--- config.mk ---
export PLATFORM = sky130hd
export DESIGN_NAME = pipe_hazard_ctrl
export DESIGN_NICKNAME = d
export VERILOG_FILES = /design/src/rtl/pipe_hazard_ctrl.sv
export SDC_FILE = /design/constraint.sdc
export NUM_CORES = 1
export LEC_CHECK = 0
export ABC_AREA = 1
export CAP_MARGIN = 20
export CORE_ASPECT_RATIO = 1.75
export CORE_MARGIN = 2
export CORE_UTILIZATION = 45
export DETAILED_ROUTE_END_ITERATION = 8
export MAX_ROUTING_LAYER = met4
export PLACE_DENSITY = 0.85
export SLEW_MARGIN = 20
export SYNTH_ARGS = -nofsm -noshare
export SYNTH_HDL_FRONTEND = slang
export SYNTH_SLANG_ARGS = --single-unit
--- constraint.sdc ---
create_clock -name clk -period 6.9 [get_ports clk]
set_input_delay 1.035 -clock clk [delete_from_list [all_inputs] [get_ports clk]]
set_output_delay 1.035 -clock clk [all_outputs]
set_load 0.02 [all_outputs]
--- src/rtl/pipe_hazard_ctrl.sv ---
// Pipeline control for the 5-stage core: RAW stall, branch redirect,
// wrong-path squash and saturating stall/flush counters.
//
// Ports:
//   clk, reset           core clock, async active-high reset
//   ext_stall            external freeze of the whole front end
//   dec_*                decode-stage sources (valid, addrs, used flags)
//   ex_*                 ID/EX writer, branch type, zero flag, pc, offset
//   mem_WR_*, wb_WR_*    EX/MEM and MEM/WB writers
//   pc_en, pc_sel_branch PC enable and branch mux select
//   branch_target        ex_pc + ex_branch_offset (wraps)
//   if_id_en/flush       IF/ID enable and synchronous clear
//   id_ex_en/flush       ID/EX enable and synchronous clear
//   stall_count          RAW stall cycles (saturating)
//   flush_count          taken-branch redirects (saturating)
module pipe_hazard_ctrl #(
  parameter int REGFILE_ADDR_WIDTH = 5,
  parameter int INST_ADDR_WIDTH    = 9,
  parameter int CNT_WIDTH          = 16
) (
  input  logic                          clk,
  input  logic                          reset,
  input  logic                          ext_stall,
  input  logic                          dec_valid,
  input  logic [REGFILE_ADDR_WIDTH-1:0] dec_R1_addr,
  input  logic [REGFILE_ADDR_WIDTH-1:0] dec_R2_addr,
  input  logic                          dec_R1_used,
  input  logic                          dec_R2_used,
  input  logic [REGFILE_ADDR_WIDTH-1:0] ex_WR_addr,
  input  logic                          ex_WR_en,
  input  logic                          ex_beq,
  input  logic                          ex_bneq,
  input  logic                          ex_zero,
  input  logic [INST_ADDR_WIDTH-1:0]    ex_pc,
  input  logic [INST_ADDR_WIDTH-1:0]    ex_branch_offset,
  input  logic [REGFILE_ADDR_WIDTH-1:0] mem_WR_addr,
  input  logic                          mem_WR_en,
  input  logic [REGFILE_ADDR_WIDTH-1:0] wb_WR_addr,
  input  logic                          wb_WR_en,
  output logic                          pc_en,
  output logic                          pc_sel_branch,
  output logic [INST_ADDR_WIDTH-1:0]    branch_target,
  output logic                          if_id_en,
  output logic                          if_id_flush,
  output logic                          id_ex_en,
  output logic                          id_ex_flush,
  output logic [CNT_WIDTH-1:0]          stall_count,
  output logic [CNT_WIDTH-1:0]          flush_count
);

  typedef enum logic {
    RUN   = 1'b0,
    FLUSH = 1'b1
  } state_t;

  localparam logic [CNT_WIDTH-1:0] ONE = 1;

  state_t state_q, state_d;
  logic   taken, raw, hit1, hit2;
  logic   stall_inc, flush_inc;

  assign taken = (ex_beq & ex_zero) | (ex_bneq & ~ex_zero);

  // r0 is hardwired zero, so it never carries a dependency
  assign hit1 = (dec_R1_addr != '0) &
    ((ex_WR_en  & (ex_WR_addr  == dec_R1_addr)) |
     (mem_WR_en & (mem_WR_addr == dec_R1_addr)) |
     (wb_WR_en  & (wb_WR_addr  == dec_R1_addr)));

  assign hit2 = (dec_R2_addr != '0) &
    ((ex_WR_en  & (ex_WR_addr  == dec_R2_addr)) |
     (mem_WR_en & (mem_WR_addr == dec_R2_addr)) |
     (wb_WR_en  & (wb_WR_addr  == dec_R2_addr)));

  assign raw = dec_valid &
    ((dec_R1_used & hit1) | (dec_R2_used & hit2));

  assign branch_target = reset ? '0 :
    ex_pc + ex_branch_offset;

  always_comb begin
    state_d       = state_q;
    pc_en         = 1'b1;
    pc_sel_branch = 1'b0;
    if_id_en      = 1'b1;
    if_id_flush   = 1'b0;
    id_ex_en      = 1'b1;
    id_ex_flush   = 1'b0;
    stall_inc     = 1'b0;
    flush_inc     = 1'b0;
    if (reset) begin
      state_d     = RUN;
      pc_en       = 1'b0;
      if_id_en    = 1'b0;
      id_ex_en    = 1'b0;
      if_id_flush = 1'b1;
      id_ex_flush = 1'b1;
    end else if (ext_stall) begin
      pc_en    = 1'b0;
      if_id_en = 1'b0;
      id_ex_en = 1'b0;
    end else begin
      unique case (state_q)
        // synchronous IMEM still returns the wrong-path word
        FLUSH: begin
          if_id_flush = 1'b1;
          id_ex_flush = 1'b1;
          state_d     = RUN;
        end
        RUN: begin
          if (taken) begin
            pc_sel_branch = 1'b1;
            if_id_flush   = 1'b1;
            id_ex_flush   = 1'b1;
            flush_inc     = 1'b1;
            state_d       = FLUSH;
          end else if (raw) begin
            pc_en       = 1'b0;
            if_id_en    = 1'b0;
            id_ex_flush = 1'b1;
            stall_inc   = 1'b1;
          end
        end
      endcase
    end
  end

  always_ff @(posedge clk or posedge reset) begin
    if (reset) begin
      state_q     <= RUN;
      stall_count <= '0;
      flush_count <= '0;
    end else begin
      state_q <= state_d;
      if (stall_inc && stall_count != '1)
        stall_count <= stall_count + ONE;
      if (flush_inc && flush_count != '1)
        flush_count <= flush_count + ONE;
    end
  end

endmodule

==> results of run 1 <==
## area by class of cell
cell class / count / area, µm² / area share (%)
multi-input combinational: 336 / 1940 / 44.5
clock buffer: 7 / 143 / 3.27
timing repair buffer: 102 / 1020 / 23.4
sequential: 33 / 826 / 19.0
inverter: 77 / 294 / 6.75
clock inverter: 1 / 30.0 / 0.689
tap: 84 / 105 / 2.41
## power by group through the flow
stage / clock network [µW] / registers (µW) / logic (µW)
2_1_floorplan: 0 / 339 / 496
5_1_grt: 271 / 304 / 803
3_3_place_gp: 0 / 296 / 716
4_1_cts: 261 / 294 / 742
6_report: 260 / 295 / 739
3_5_place_dp: 0 / 297 / 731
## metal layers
metal / part of all wire (%) / vias to the layer above / global-route usage [%] / wire length (µm)
met3: 4.2 / 23 / 4.23 / 372
li1: - / 1640 / - / -
met5: 0 / - / - / 0
met4: 2.8 / 0 / 8.57 / 245
met1: 37 / 1543 / 23.7 / 3230
met2: 56 / 95 / 47.1 / 4970
## final timing paths
check	from	slack, ns	end
worst min-delay path	flush_count[10]	0.53	flush_count[10]
min in group asynchronous	reset	1.62	state_q
worst min register to register	flush_count[10]	0.53	flush_count[10]
max in group asynchronous	reset	4.98	flush_count[9]
worst max register to register	stall_count[1]	4.95	stall_count[0]
worst max-delay path	ex_pc[0]	2.11	branch_target[6]
## registers in the layout, indices dropped and copies added, names as in the netlist
name	flops
flush_count	16
stall_count	16
state_q	1
## kinds of logic (layout without fill, tap and decap cells)
logic type / count (synthesis) / count (layout) / synth area share [%]
and+or+nand+nor: 250 / 250 / 40.0
DFF: 33 / 33 / 26.4
xor gates and xnor gates: 29 / 29 / 8.13
buffers and inverters: 82 / 187 / 11.5
adders and majority gates: 11 / 11 / 4.65
AOI/OAI and AO/OA: 46 / 46 / 9.29
## cells in the final DEF (no fill, tap or decap), types with 12 or more instances in the layout
master | Yosys | final
sky130_fd_sc_hd__nand3_2 | 12 | 12
sky130_fd_sc_hd__nand2_1 | 127 | 127
sky130_fd_sc_hd__dfrtp_1 | 33 | 33
sky130_fd_sc_hd__nand3_1 | 31 | 31
sky130_fd_sc_hd__xor2_1 | 23 | 23
sky130_fd_sc_hd__o21bai_1 | 16 | 16
sky130_fd_sc_hd__nor2_1 | 42 | 42
sky130_fd_sc_hd__o21ai_0 | 16 | 16
sky130_fd_sc_hd__inv_1 | 65 | 65
sky130_fd_sc_hd__clkdlybuf4s50_1 | 0 | 101
## per-stage QoR
step	total power [µW]	setup WS [ns]	instance area, µm²	hold WS (ns)
final	1290	2.11	4360	0.530
after global routing	1380	1.99	4360	0.552
after CTS	1300	2.12	4360	0.533
after detailed placement	1030	2.15	4180	0.513
after global placement	1010	2.18	4180	0.516
after floorplan	835	3.10	3120	0.523
==> impl_metrics.xml, run 1 <==
<?xml version="1.0" encoding="UTF-8"?>
<metrics>
  <group name="run_status">
    <metric name="run_status" unit="">finished, final reports clean</metric>
  </group>
  <group name="setup_path">
    <metric name="rr_worst_depth" unit="">7</metric>
    <metric name="category_of_the_worst_setup_path_capture_point" unit="">output port</metric>
    <metric name="crit_path_category" unit="">in2out</metric>
    <metric name="cp_cell_sequence" unit="">clkdlybuf4s50_1, ha_1, fa_1, nand2_1, inv_1, o21ai_0, a21oi_1, or2_2, a21oi_1, xor2_1, nor2_1, clkdlybuf4s50_1</metric>
    <metric name="path_buf_inv" unit="">3</metric>
    <metric name="critPathMaxFanout" unit="">2</metric>
    <metric name="worst_path_largest_cell_delay" unit="ns">0.61</metric>
    <metric name="crit_family" unit="">buffers and inverters</metric>
    <metric name="worstPathRequired" unit="ns">5.86</metric>
    <metric name="worstSetupStartpointType" unit="">input port</metric>
    <metric name="timing.critical_path.depth" unit="">12</metric>
    <metric name="critical_path.slowest_cell" unit="">sky130_fd_sc_hd__clkdlybuf4s50_1</metric>
    <metric name="worstPathArrival" unit="ns">3.75</metric>
  </group>
  <group name="floorplan">
    <metric name="die_height" unit="µm">114</metric>
    <metric name="ports" unit="">102</metric>
    <metric name="initial_utilization" unit="%">45.9</metric>
    <metric name="floorplan.die_area" unit="mm²">0.00765</metric>
    <metric name="rows" unit="">40</metric>
    <metric name="die_span_in_x" unit="µm">67.0</metric>
    <metric name="placeable_core_region" unit="mm²">0.00681</metric>
  </group>
  <group name="grt">
    <metric name="antenna_violations_before_repair" unit="">0</metric>
    <metric name="grt_first_pass_wirelength" unit="mm">14.3</metric>
    <metric name="first_global_vias" unit="">3401</metric>
    <metric name="grt_usage" unit="%">24.6</metric>
    <metric name="globalRouteOverflowTotal" unit="">0</metric>
    <metric name="pin_count_of_the_biggest_net_entering_global_routing" unit="">34</metric>
  </group>
  <group name="timing">
    <metric name="min_period_over_period" unit="%">69.4</metric>
    <metric name="max_slew_margin" unit="%">71.5</metric>
    <metric name="final.setup_skew" unit="ns">0.00557</metric>
    <metric name="setup_total_negative_slack" unit="ns">0</metric>
    <metric name="final_period_minus_worst_setup_slack" unit="ns">4.79</metric>
    <metric name="tightest_slew" unit="ns">0.426</metric>
    <metric name="report.final.slew_viol_count" unit="">0</metric>
    <metric name="final-setup-viol-count" unit="">0</metric>
    <metric name="fmax" unit="MHz">209</metric>
    <metric name="timing.final.hold_violations" unit="">0</metric>
    <metric name="rsz0062_at_grt" unit="">no</metric>
  </group>
  <group name="detailed_routing">
    <metric name="drt-wirelength-per-cell" unit="µm">13.8</metric>
    <metric name="routed_via_density" unit="">5.16</metric>
    <metric name="detail-route-antenna-nets" unit="">0</metric>
    <metric name="drtPass1Iterations" unit="">4</metric>
    <metric name="detail_route.iter0.violations" unit="">119</metric>
    <metric name="wirelength" unit="mm">8.82</metric>
    <metric name="route.vias.total" unit="">3301</metric>
    <metric name="drc" unit="">0</metric>
  </group>
  <group name="logic_synthesis">
    <metric name="ys_ff_latch" unit="">33</metric>
    <metric name="cell_types_with_the_highest_counts_after_synthesis" unit="">127 x sky130_fd_sc_hd__nand2_1, 65 x sky130_fd_sc_hd__inv_1, 42 x sky130_fd_sc_hd__nor2_1</metric>
    <metric name="ys_warn_count" unit="">0</metric>
    <metric name="netlist.area_leader.share" unit="%">26.4</metric>
    <metric name="synth.most_common_cell" unit="">sky130_fd_sc_hd__nand2_1</metric>
    <metric name="synth_cells" unit="">451</metric>
    <metric name="yosys.area.top_type" unit="">sky130_fd_sc_hd__dfrtp_1</metric>
    <metric name="sequential_fraction_of_the_synthesis_area" unit="%">26.4</metric>
    <metric name="post_synth_instance_area" unit="mm²">0.00312</metric>
    <metric name="yosys-top-cells-area" unit="">sky130_fd_sc_hd__dfrtp_1 26%, sky130_fd_sc_hd__nand2_1 15%, sky130_fd_sc_hd__inv_1 7.8%, sky130_fd_sc_hd__xor2_1 6.4%, sky130_fd_sc_hd__nor2_1 5.0%</metric>
    <metric name="synth.net_count" unit="">517</metric>
    <metric name="synthArstFlopShare" unit="%">100</metric>
    <metric name="synth_edf_count" unit="">0</metric>
    <metric name="avgSynthCellArea" unit="µm²">6.93</metric>
    <metric name="yosysUniqueCellTypes" unit="">39</metric>
    <metric name="synth-main-ff-cell" unit="">sky130_fd_sc_hd__dfrtp_1</metric>
  </group>
  <group name="clock_network">
    <metric name="tritoncts_clock_tree" unit="">done</metric>
    <metric name="worstSkewPairLatency" unit="ns">0.28</metric>
    <metric name="cts_buffer_depth" unit="">2</metric>
    <metric name="numCtsBuffers" unit="">5</metric>
    <metric name="cts_setup_buffers" unit="">0</metric>
    <metric name="cts-root-buf" unit="">sky130_fd_sc_hd__clkbuf_16</metric>
    <metric name="ctsResizeCount" unit="">0</metric>
    <metric name="cts-hold-fix-buffers" unit="">0</metric>
    <metric name="cts.clk_slew.worst_paths" unit="ns">0.05</metric>
    <metric name="htree_levels" unit="">2</metric>
    <metric name="clock_sink_count" unit="">33</metric>
  </group>
  <group name="placed_design">
    <metric name="port-buffer-count" unit="">101</metric>
    <metric name="placedCellCount" unit="">632</metric>
    <metric name="place_congestion" unit="">0.856</metric>
    <metric name="detailed_place_hpwl" unit="mm">6.87</metric>
  </group>
  <group name="pwr">
    <metric name="power.density" unit="mW/mm²">297</metric>
    <metric name="cellLeakagePower" unit="µW">0.00218</metric>
    <metric name="flop_pwr_share" unit="%">22.8</metric>
    <metric name="swShare" unit="%">45.4</metric>
    <metric name="power_switching" unit="µW">587</metric>
    <metric name="clock_power_share" unit="%">20.1</metric>
    <metric name="p_int" unit="µW">706</metric>
    <metric name="power_frac_comb" unit="%">57.1</metric>
    <metric name="vdd.ir_drop.worst" unit="mV">0.262</metric>
  </group>
  <group name="finish">
    <metric name="final_net_count" unit="">621</metric>
    <metric name="fin_util" unit="%">64.0</metric>
    <metric name="final_layout_size_suffix_gt1_share" unit="%">9.35</metric>
    <metric name="fillers" unit="">623</metric>
    <metric name="final-instance-count-excl-fill" unit="">640</metric>
    <metric name="area_growth_syn_to_layout" unit="%">39.4</metric>
    <metric name="antennaDiodeCount" unit="">0</metric>
  </group>
  <group name="worst_hold_path">
    <metric name="worst_hold_check_path_type" unit="">reg2reg</metric>
    <metric name="timing.hold.worst_path_depth" unit="">1</metric>
  </group>
  <group name="flow_run">
    <metric name="drv.max_cap_violation_count" unit="">0</metric>
  </group>
</metrics>
Note: power is estimated with default switching activity, not from simulation.
==> run 2, diff against run 1 <==
- clock period: 6.9 -> 5 ns (I/O delays scaled with it)
==> results of run 2 <==
Same layout as run 1 (identical final DEF). Status: finished, final reports clean.
Main changes from that run: setup slack after placement 2.15 ns -> 0.825 ns; setup slack after layout 2.11 ns -> 0.784 ns; register-to-register setup slack 4.95 ns -> 3.05 ns; total power 1290 µW -> 1790 µW; worst IR drop on VDD 0.262 mV -> 0.362 mV
